--- config.mk ---
export PLATFORM = sky130hd
export DESIGN_NAME = pcle_cnt_reg
export DESIGN_NICKNAME = d
export VERILOG_FILES = /design/src/rtl/pcle_cnt_reg.sv
export SDC_FILE = /design/constraint.sdc
export NUM_CORES = 1
export LEC_CHECK = 0
export CORE_MARGIN = 10
export CORE_UTILIZATION = 41
export CTS_BUF_LIST = sky130_fd_sc_hd__clkbuf_16
export CTS_CLUSTER_SIZE = 8
export DETAILED_ROUTE_END_ITERATION = 10
export PLACE_DENSITY = 0.75
export SYNTH_ARGS = -nofsm -noshare
export SYNTH_HDL_FRONTEND = slang
export SYNTH_SLANG_ARGS = --single-unit
--- constraint.sdc ---
create_clock -name clk -period 1.7 [get_ports clk]
set_clock_uncertainty 0.2 [all_clocks]
set_input_delay 0.17 -clock clk [delete_from_list [all_inputs] [get_ports clk]]
set_output_delay 0.17 -clock clk [all_outputs]
set_load 0.02 [all_outputs]
--- src/rtl/pcle_cnt_reg.sv ---
// Loadable wrap counter with registered carry-out and a
// saturating pending-wrap event queue with sticky overflow.
module pcle_cnt_reg #(
  parameter int WIDTH    = 8,
  parameter int PEND_MAX = 3
) (
  input  logic             clk,
  input  logic             rst,
  input  logic             ce,
  input  logic             ld,
  input  logic             en,
  input  logic             clr,
  input  logic [WIDTH-1:0] din,
  output logic [WIDTH-1:0] cnt,
  output logic             co,
  output logic             tc_valid,
  input  logic             tc_ready,
  output logic             ovf,
  input  logic             ovf_clr
);

  localparam logic [3:0] PMAX = 4'(PEND_MAX);

  logic [WIDTH-1:0] r_cnt;
  logic             r_co;
  logic [3:0]       r_p;
  logic             r_tcv;
  logic             r_ovf;

  logic [WIDTH-1:0] w_cnt_nxt;
  logic             w_wrap;
  logic             w_pop;
  logic [3:0]       w_p_nxt;
  logic             w_ovf_set;

  assign w_wrap = ce & ~ld & en & ~clr & (&r_cnt);
  assign w_pop  = r_tcv & tc_ready;

  // Counter next state: load beats count, anything else clears.
  always_comb begin
    w_cnt_nxt = '0;
    if (ld)
      w_cnt_nxt = din;
    else if (en && !clr)
      w_cnt_nxt = r_cnt + WIDTH'(1);
  end

  // Pending count: wrap pushes, accepted pop drains, both cancel.
  always_comb begin
    w_p_nxt   = r_p;
    w_ovf_set = 1'b0;
    if (w_wrap && !w_pop) begin
      if (r_p == PMAX)
        w_ovf_set = 1'b1;
      else
        w_p_nxt = r_p + 4'd1;
    end else if (!w_wrap && w_pop) begin
      w_p_nxt = r_p - 4'd1;
    end
  end

  // Counter and carry registers, gated by capture enable.
  always_ff @(posedge clk) begin
    if (rst) begin
      r_cnt <= '0;
      r_co  <= 1'b0;
    end else begin
      if (ce)
        r_cnt <= w_cnt_nxt;
      r_co <= w_wrap;
    end
  end

  // Event logic runs regardless of ce so pops always complete.
  always_ff @(posedge clk) begin
    if (rst) begin
      r_p   <= 4'd0;
      r_tcv <= 1'b0;
      r_ovf <= 1'b0;
    end else begin
      r_p   <= w_p_nxt;
      r_tcv <= (w_p_nxt != 4'd0);
      if (w_ovf_set)
        r_ovf <= 1'b1;
      else if (ovf_clr)
        r_ovf <= 1'b0;
    end
  end

  assign cnt      = r_cnt;
  assign co       = r_co;
  assign tc_valid = r_tcv;
  assign ovf      = r_ovf;

endmodule

==> results of run 1 <==
==> synthesized netlist by cell type (all sizes together) <==
| library cell | instances |
|---|---|
| or3b | 1 |
| xor2 | 2 |
| o21ai | 7 |
| o211ai | 1 |
| nand2b | 1 |
| a311oi | 1 |
| a22oi | 7 |
| clkbuf | 3 |
| ha | 3 |
| nand3 | 3 |
| buf | 2 |
| a31oi | 1 |
| dfxtp | 15 |
| a21o | 1 |
| nand2 | 12 |
| o31ai | 3 |
| nor3 | 1 |
| nor2b | 1 |
| and2 | 1 |
| nor3b | 3 |
| a22o | 1 |
| a221oi | 2 |
| a21bo | 1 |
| nand3b | 1 |
| a21oi | 1 |
| inv | 3 |
| xnor2 | 2 |
| nor2 | 15 |
| or3 | 2 |
| nand4 | 3 |
| and3 | 2 |
| mux2i | 3 |
| a211oi | 2 |
| a32o | 1 |
==> sequential cells by signal, indices dropped and copies added, names as in the netlist <==
signal and flops:
cnt 8, r_p 4, co 1, ovf 1, tc_valid 1
==> routing by layer <==
| layer | track usage | up-vias | wire, microns |
|---|---|---|---|
| met3 | 0.0301 | 2 | 170 |
| met4 | 0.0487 | 0 | 29 |
| met2 | 0.239 | 30 | 1560 |
| li1 | - | 505 | - |
| met1 | 0.145 | 507 | 1320 |
| met5 | 0 | - | 0 |
==> metrics by stage <==
stage	cell area [sq um]	cells	setup TNS, ps	hold slack [ps]
after floorplan	940	108	-560	33.0
after global routing	1570	188	-632	335
after CTS	1500	186	-195	281
after detailed placement	1370	179	-4880	274
after global placement	1370	179	-4200	257
final	1570	188	-271	277
==> cell families (layout without fill, tap and decap cells) <==
kind of cell | count (synthesis) | count (layout) | synth area share
AOI/OAI and AO/OA | 29 | 29 | 0.243
xor gates and xnor gates | 4 | 4 | 0.0389
adders and majority gates | 3 | 3 | 0.0417
buffers and inverters | 8 | 61 | 0.0500
DFF | 15 | 15 | 0.333
muxes | 3 | 3 | 0.0333
and+or+nand+nor | 46 | 46 | 0.260
==> what timing repair did <==
item / CTS / global route
pin swaps: 8 / 10
resized for setup: 13 / 14
setup buffers: 3 / 3
endpoints found under the setup margin: 14 / 11
cloned: 0 / 0
==> worst paths after layout <==
| path | startpoint | endpoint | slack [ps] | depth (start not counted) |
|---|---|---|---|---|
| hold reg to reg | ovf | ovf | 280 | 2 |
| hold / removal | ovf | ovf | 280 | 2 |
| setup reg to reg | cnt[1] | tc_valid | -110 | 7 |
| setup / recovery | cnt[1] | tc_valid | -110 | 7 |
==> where the power goes <==
| group | internal [uW] | leakage [uW] | switching, uW |
|---|---|---|---|
| Clock | 311 | 0.0000423 | 137 |
| Combinational | 369 | 0.000490 | 334 |
| Sequential | 414 | 0.000127 | 56.7 |
| Total | 1090 | 0.000660 | 528 |
==> final cells by class <==
cell class	instances	area (sq um)	share of cell area
inverters	3	11.3	0.00715
flip-flops and latches	15	319	0.203
repair buffers	54	475	0.302
multi-input cells	85	656	0.417
clock buffers	3	75.1	0.0477
clock inverters	1	3.75	0.00238
well taps	27	33.8	0.0215
==> worst register-to-register path, stage by stage (launching register included) <==
cell                      delay, ps
sky130_fd_sc_hd__dfxtp_4        350
sky130_fd_sc_hd__ha_4           130
sky130_fd_sc_hd__nand4_1        150
sky130_fd_sc_hd__nor3_4         170
sky130_fd_sc_hd__buf_6          160
sky130_fd_sc_hd__mux2i_1        220
sky130_fd_sc_hd__xnor2_1        190
sky130_fd_sc_hd__a31oi_2        120
==> impl_metrics.yaml, run 1 <==
outcome:
  run_status: "finished, violations left"
  failing_checks: "negative setup slack"
yosys:
  synth_seq_area_share: 0.333
  yosys.cell_types.count: 35
  synthesis.area_sq_um: 901
  yosys_register_bits: 15
  synth.area.top_cells: "sky130_fd_sc_hd__dfxtp_1, sky130_fd_sc_hd__nor2_1, sky130_fd_sc_hd__a22oi_1, sky130_fd_sc_hd__nand2_1, sky130_fd_sc_hd__ha_1"
  synth-warning-count: 0
  synth_top_cell_by_area: "sky130_fd_sc_hd__dfxtp_1"
  post_synth_inst_count: 108
  synthDominantCellAreaShare: 0.333
  synth.net_count: 127
  avg_inst_size_synth_sq_um: 8.34
clock_network:
  hold_buffers: 0
  clock_path_buffers: 2
  cts_tree: "yes"
  cts_made_buffers: 3
  clock-sinks: 15
  htree_levels: 1
  insertion_delay_ps: 240
  cts.reportedPaths.clkPinSlew_ps: 50
  root_buffer: "sky130_fd_sc_hd__clkbuf_16"
critical_path:
  cp.buffers_inverters: 1
  crit_chain: "ha_4 -> nand4_1 -> nor3_4 -> buf_6 -> mux2i_1 -> xnor2_1 -> a31oi_2"
  timing.critical_path.max_delay_family: "flip-flops"
  critical_path_peak_fanout: 6
  timing_worst_setup_path_type: "reg2reg"
  critical_path_required_ps: 1620
  critPathSlowestCell: "sky130_fd_sc_hd__dfxtp_4"
  cp.arrival_ps: 1730
  crit_path_capture_type: "register"
  timing.critical_path.from_type: "register"
  cp_slowest_stage_delay_ps: 350
drt:
  detail_route.wl_per_cell_microns: 16.4
  route.final.wire_length_microns: 3080
  routed-via-count: 1044
  1st_iter_drt_viols: 62
  vias_per_cell: 5.55
  detailedRoute.firstPassIterationCount: 4
  postRouteAntennaNets: 0
  drcViolationCount: 0
sta:
  timing_worst_slew_pin_value_ps: 380
  grt_setup_unrepaired: "yes"
  setup_viol: 5
  timing_hold_violations_final: 0
  max_clock_freq_mhz: 551
  period_minus_slack_ps: 1810
  worst_slew_margin_rel: 0.747
  layout_worst_path_cycle_share: 1.07
  final_worst_setup_slack_ps: -114
  drv_slew: 0
place:
  pre_cts_slack_ps: -557
  portBuffers: 26
  dp.final_hpwl_microns: 2040
  gp_routability_congestion: 0.893
floorplan:
  num_io_pins: 27
  die_h_microns: 66.9
  die_w_microns: 66.9
  core.rowCount: 16
  area_of_the_die_sq_mm: 0.00447
  floorplan.core_area_sq_mm: 0.00202
  effective_utilization_at_floorplan: 0.446
pwr:
  totalPowerFinal_uw: 1620
  power.density_cell_area_mw_per_mm2: 1030
  leakagePower_uw: 0.000660
  vdd.ir_drop.worst_mv: 1.16
layout:
  final_cell_mix: "sky130_fd_sc_hd__buf_4, sky130_fd_sc_hd__clkdlybuf4s50_1, sky130_fd_sc_hd__nor2_1, sky130_fd_sc_hd__nand2_1"
  finalCoreUtilization: 0.778
  post_route_cells_drive_above_1_share: 0.354
  layout.filler_cells: 128
  diodes: 0
  num-nets-final: 181
  syn_to_final_growth_pct: 74.7
  mostFrequentLayoutCell: "sky130_fd_sc_hd__buf_4"
global_route:
  globalRouteOverflowTotal: 0
  grt_start_max_net_pins: 17
  grt_util_all_layers: 0.132
  number_of_global_route_vias_before_repair: 965
  grt_first_pass_wirelength_microns: 4620
  grt_antenna_before_repair: 0
flow_run:
  timing.max_cap.violations: 0
min_path:
  holdCritPathClass: "reg2reg"
Note: power is estimated with default switching activity, not from simulation.
==> inputs of run 2 (changes only) <==
- ABC_CLOCK_PERIOD_IN_PS: not set -> 2300
- CORE_UTILIZATION: 41 -> 45
- PLACE_DENSITY: 0.75 -> 0.78
- clock period: 1.7 -> 2.3 ns (I/O delays scaled with it)
==> run 2 against run 1 <==
Effect of this change:
- the flow now finishes without violations
- design area fell by 19%
- highest routed layer unchanged
- first-iteration DRC count fell by 45%
- worst hold slack improved by 2.6 ps
- die area fell by 6.3%
- count of clock-buffer cells in the layout did not move
- final cell count fell by 12%
- non-clock buffer count fell by 23
- clock power fell by 26%
- sequential share of layout area rose by 3.2 points
- wire length fell by 19%
- largest power group is now registers
==> impl_metrics.yaml, run 2 (synthesis results as in run 1) <==
critical_path:
  reg2reg_depth: 6
  critPathSlowestCell: "sky130_fd_sc_hd__clkdlybuf4s50_1"
  timing_worst_setup_path_type: "in2reg"
  crit_path_capture_type: "register"
  path_length_in_cells_of_the_critical_path: 6
  cp.buffers_inverters: 1
  cp.arrival_ps: 2070
  crit_chain: "clkdlybuf4s50_1 -> or3b_1 -> nor3_4 -> mux2i_1 -> xnor2_1 -> a31oi_2"
  cp_slowest_stage_delay_ps: 460
  timing.critical_path.from_type: "input port"
  worstSetupStartpoint: "en"
  critical_path_required_ps: 2210
  timing.critical_path.max_delay_family: "simple AND/OR/NAND/NOR gates"
  critical_path_peak_fanout: 5
  crit-reg2reg-launch: "cnt[0]"
sta:
  drv_slew: 0
  timing_hold_violations_final: 0
  timing_worst_slew_pin_value_ps: 579
  grt_setup_unrepaired: "no"
  period_minus_slack_ps: 2160
  layout_worst_path_cycle_share: 0.941
  worst_slew_margin_rel: 0.613
  max_clock_freq_mhz: 462
  setup_viol: 0
clock_network:
  clock-sinks: 15
  cts_tree: "yes"
  clock_path_buffers: 2
  htree_levels: 1
  hold_buffers: 0
  root_buffer: "sky130_fd_sc_hd__clkbuf_16"
  cts.repair.resized: 0
  cts_made_buffers: 3
  cts.reportedPaths.clkPinSlew_ps: 50
  postCtsSetupBuffers: 0
  insertion_delay_ps: 250
drt:
  postRouteAntennaNets: 0
  drcViolationCount: 0
  vias_per_cell: 5.59
  detailedRoute.firstPassIterationCount: 4
  route.final.wire_length_microns: 2490
  detail_route.wl_per_cell_microns: 15.1
  1st_iter_drt_viols: 34
  routed-via-count: 923
min_path:
  worstHoldPathCells: 2
  hold_path.startpoint: "ovf"
  holdCritPathClass: "reg2reg"
floorplan:
  die_w_microns: 64.7
  floorplan.core_area_sq_mm: 0.00194
  num_io_pins: 27
  area_of_the_die_sq_mm: 0.00419
  effective_utilization_at_floorplan: 0.464
  die_h_microns: 64.7
  core.rowCount: 16
layout:
  area_used_by_multi_input_combinational_logic_sq_um: 556
  layout.filler_cells: 174
  mostFrequentLayoutCell: "sky130_fd_sc_hd__clkdlybuf4s50_1"
  syn_to_final_growth_pct: 41.8
  largest_register_ffs: 8
  finalCoreUtilization: 0.658
  diodes: 0
  final-instance-count-excl-fill: 165
  final_cell_mix: "sky130_fd_sc_hd__clkdlybuf4s50_1, sky130_fd_sc_hd__nor2_1, sky130_fd_sc_hd__dfxtp_1, sky130_fd_sc_hd__nand2_1"
  post_route_cells_drive_above_1_share: 0.0870
  sequential_cell_area_sq_um: 300
  num-nets-final: 158
place:
  gp_routability_congestion: 0.894
  dp.final_hpwl_microns: 1900
  dp.cells: 161
  portBuffers: 26
pwr:
  vdd.ir_drop.worst_mv: 0.583
  power.density_cell_area_mw_per_mm2: 794
  leakagePower_uw: 0.000484
global_route:
  globalRouteOverflowTotal: 0
  grt_first_pass_wirelength_microns: 4020
  grt_util_all_layers: 0.117
  grt_start_max_net_pins: 17
  grt_antenna_before_repair: 0
  number_of_global_route_vias_before_repair: 919
outcome:
  run_status: "finished, final reports clean"
flow_run:
  timing.max_cap.violations: 0
==> run 2: cell count changes in the layout (fill, tap and decap cells not counted), moves of 2 or more <==
| cell | previous run | this run |
|---|---|---|
| sky130_fd_sc_hd__dfxtp_2 | 6 | 0 |
| sky130_fd_sc_hd__nor2_1 | 13 | 15 |
| sky130_fd_sc_hd__clkdlybuf4s50_1 | 20 | 26 |
| sky130_fd_sc_hd__dfxtp_4 | 3 | 0 |
| sky130_fd_sc_hd__dlymetal6s2s_1 | 2 | 0 |
| sky130_fd_sc_hd__ha_1 | 0 | 3 |
| sky130_fd_sc_hd__dlygate4sd2_1 | 3 | 0 |
| sky130_fd_sc_hd__nor3b_1 | 1 | 3 |
| sky130_fd_sc_hd__ha_4 | 3 | 0 |
| sky130_fd_sc_hd__buf_4 | 27 | 5 |
| sky130_fd_sc_hd__dfxtp_1 | 6 | 15 |
==> run 2: final cells by class <==
| type | count | share of cell area |
|---|---|---|
| Clock buffer | 3 | 0.0588 |
| Clock inverter | 1 | 0.00294 |
| Inverter | 3 | 0.00881 |
| Multi-Input combinational cell | 85 | 0.435 |
| Sequential cell | 15 | 0.235 |
| Tap cell | 27 | 0.0264 |
| Timing Repair Buffer | 31 | 0.233 |
==> run 2: final timing paths <==
check / to / slack (ps)
setup reg to reg: tc_valid / 190
setup / recovery: tc_valid / 140
hold reg to reg: ovf / 280
hold / removal: ovf / 280
==> run 2: per-layer routing <==
layer,wire length (microns),share of wire,vias to the layer above,global-route usage
li1,-,-,458,-
met1,1030,0.41,443,0.122
met2,1310,0.52,18,0.212
met3,132,0.053,4,0.0395
met4,24,0.0096,0,0.0428
met5,0,0,-,0
==> run 2: worst reg2reg max path, delay by kind of cell (launching register included) <==
family,cells,cell delay [ps]
compound gates,1,120
xor+xnor,1,200
fa+ha+maj,1,260
flops,1,430
mux,1,290
simple gates,2,470
==> run 2: power by group <==
group | leakage (uW) | internal (uW) | switching (uW)
registers | 0.000123 | 301 | 47.8
logic | 0.000318 | 164 | 168
clock network | 0.0000423 | 230 | 103
==> run 2: per-stage QoR <==
step | power (uW) | hold slack [ps] | worst slack, ps | setup TNS (ps) | cell area [sq um]
4_1_cts | 1020 | 278 | 132 | 0 | 1280
2_1_floorplan | 568 | 95.6 | 320 | 0 | 901
3_5_place_dp | 676 | 267 | -119 | -287 | 1200
6_report | 1010 | 279 | 137 | 0 | 1280
3_3_place_gp | 664 | 256 | -25.3 | -25.3 | 1200
5_1_grt | 1070 | 319 | 71.2 | 0 | 1280
==> inputs of run 3 (changes only) <==
- RECOVER_POWER: not set -> 25
- TNS_END_PERCENT: not set -> 50
==> run 3 against run 2 <==
Effect of this change:
- flip-flop and latch count did not move
- setup slack barely moved
- count of clock-buffer cells in the layout unchanged
- global-route usage unchanged
- die area unchanged
- critical path type unchanged
- largest cell class unchanged
==> impl_metrics.yaml, run 3 (synthesis results as in run 1) <==
outcome:
  run_status: "finished, final reports clean"
flow_run:
  timing.max_cap.violations: 0
floorplan:
  num_io_pins: 27
  die_h_microns: 64.7
  die_w_microns: 64.7
  core.rowCount: 16
  effective_utilization_at_floorplan: 0.464
  floorplan.core_area_sq_mm: 0.00194
  area_of_the_die_sq_mm: 0.00419
layout:
  mostFrequentLayoutCell: "sky130_fd_sc_hd__clkdlybuf4s50_1"
  area_used_by_multi_input_combinational_logic_sq_um: 556
  final_cell_mix: "sky130_fd_sc_hd__clkdlybuf4s50_1, sky130_fd_sc_hd__nor2_1, sky130_fd_sc_hd__dfxtp_1, sky130_fd_sc_hd__nand2_1"
  sequential_cell_area_sq_um: 300
  layout.filler_cells: 174
  diodes: 0
  post_route_cells_drive_above_1_share: 0.0870
  num-nets-final: 158
  largest_register_ffs: 8
  syn_to_final_growth_pct: 41.8
global_route:
  grt_antenna_before_repair: 0
  globalRouteOverflowTotal: 0
  number_of_global_route_vias_before_repair: 919
  grt_start_max_net_pins: 17
  grt_first_pass_wirelength_microns: 4020
  grt_util_all_layers: 0.117
sta:
  setup_tns_ps: 0
  grt_setup_unrepaired: "no"
  max_clock_freq_mhz: 462
  layout_worst_path_cycle_share: 0.941
  setup_viol: 0
  worst_slew_margin_rel: 0.613
  timing_hold_violations_final: 0
  period_minus_slack_ps: 2160
  timing_worst_slew_pin_value_ps: 578
  drv_slew: 0
  worst_hold_slack_ps: 276
pwr:
  vdd.ir_drop.worst_mv: 0.582
  power.share.sequential: 0.345
  comb_power_share: 0.324
  power.share.switching: 0.316
  netSwitchingPower_uw: 319
  internal-power_uw: 691
  power.density_cell_area_mw_per_mm2: 790
  leakagePower_uw: 0.000501
  power.share.clock: 0.330
critical_path:
  crit_path_capture_type: "register"
  cp.arrival_ps: 2070
  timing_worst_setup_path_type: "in2reg"
  reg2reg_depth: 6
  critical_path_required_ps: 2210
  timing.critical_path.from_type: "input port"
  critical_path_peak_fanout: 5
clock_network:
  hold_buffers: 0
  cts_made_buffers: 3
  cts_tree: "yes"
  htree_levels: 1
  clock_path_buffers: 2
  cts.repair.resized: 0
  root_buffer: "sky130_fd_sc_hd__clkbuf_16"
  clock-sinks: 15
  insertion_delay_ps: 250
  postCtsSetupBuffers: 0
  cts.reportedPaths.clkPinSlew_ps: 50
drt:
  1st_iter_drt_viols: 27
  vias_per_cell: 5.59
  detail_route.wl_per_cell_microns: 15.1
  drcViolationCount: 0
  routed-via-count: 923
  postRouteAntennaNets: 0
  detailedRoute.firstPassIterationCount: 4
  route.final.wire_length_microns: 2490
place:
  gp_routability_congestion: 0.894
  dp.final_hpwl_microns: 1900
  portBuffers: 26
min_path:
  holdCritPathClass: "reg2reg"
  worstHoldPathCells: 2
## run 3: power groups by stage
stage	Clock (uW)	Sequential, uW	Combinational [uW]
after floorplan	0	362	206
after CTS	338	347	331
after global placement	0	351	312
final	333	349	327
after global routing	350	352	359
after detailed placement	0	351	325
## run 3: critical path: stages
cell,delay (ps)
sky130_fd_sc_hd__clkdlybuf4s50_1,460
sky130_fd_sc_hd__or3b_1,440
sky130_fd_sc_hd__nor3_4,330
sky130_fd_sc_hd__mux2i_1,290
sky130_fd_sc_hd__xnor2_1,200
sky130_fd_sc_hd__a31oi_2,120
## run 3: per-layer routing
| layer | routed length (microns) | share of wire | GRT usage | vias up |
|---|---|---|---|---|
| li1 | - | - | - | 458 |
| met1 | 1030 | 0.41 | 0.122 | 443 |
| met2 | 1310 | 0.52 | 0.212 | 18 |
| met3 | 132 | 0.053 | 0.0395 | 4 |
| met4 | 24 | 0.0096 | 0.0428 | 0 |
| met5 | 0 | 0 | 0 | - |
## run 3: final cells by class
class                      instances  share of cell area
multi-input combinational         85               0.435
sequential                        15               0.235
timing repair buffer              31               0.233
clock buffer                       3              0.0588
tap                               27              0.0264
inverter                           3             0.00881
clock inverter                     1             0.00294
## run 3: path summary, 6_finish.rpt
| kind | from | end | slack [ps] |
|---|---|---|---|
| worst max-delay path | en | tc_valid | 140 |
| worst min-delay path | ovf | ovf | 280 |
| worst max register to register | cnt[0] | tc_valid | 190 |
| worst min register to register | ovf | ovf | 280 |
## run 3: metrics by stage
stage                     instance area [sq um]  std cells  setup slack (ps)  power [uW]   util
after global routing                       1280        165              71.2        1060  0.658
final                                      1280        165               137        1010  0.658
after CTS                                  1280        165               132        1020  0.658
after global placement                     1200        161             -25.3         664  0.617
after detailed placement                   1200        161              -119         676  0.617
after floorplan                             901        108               320         568      -
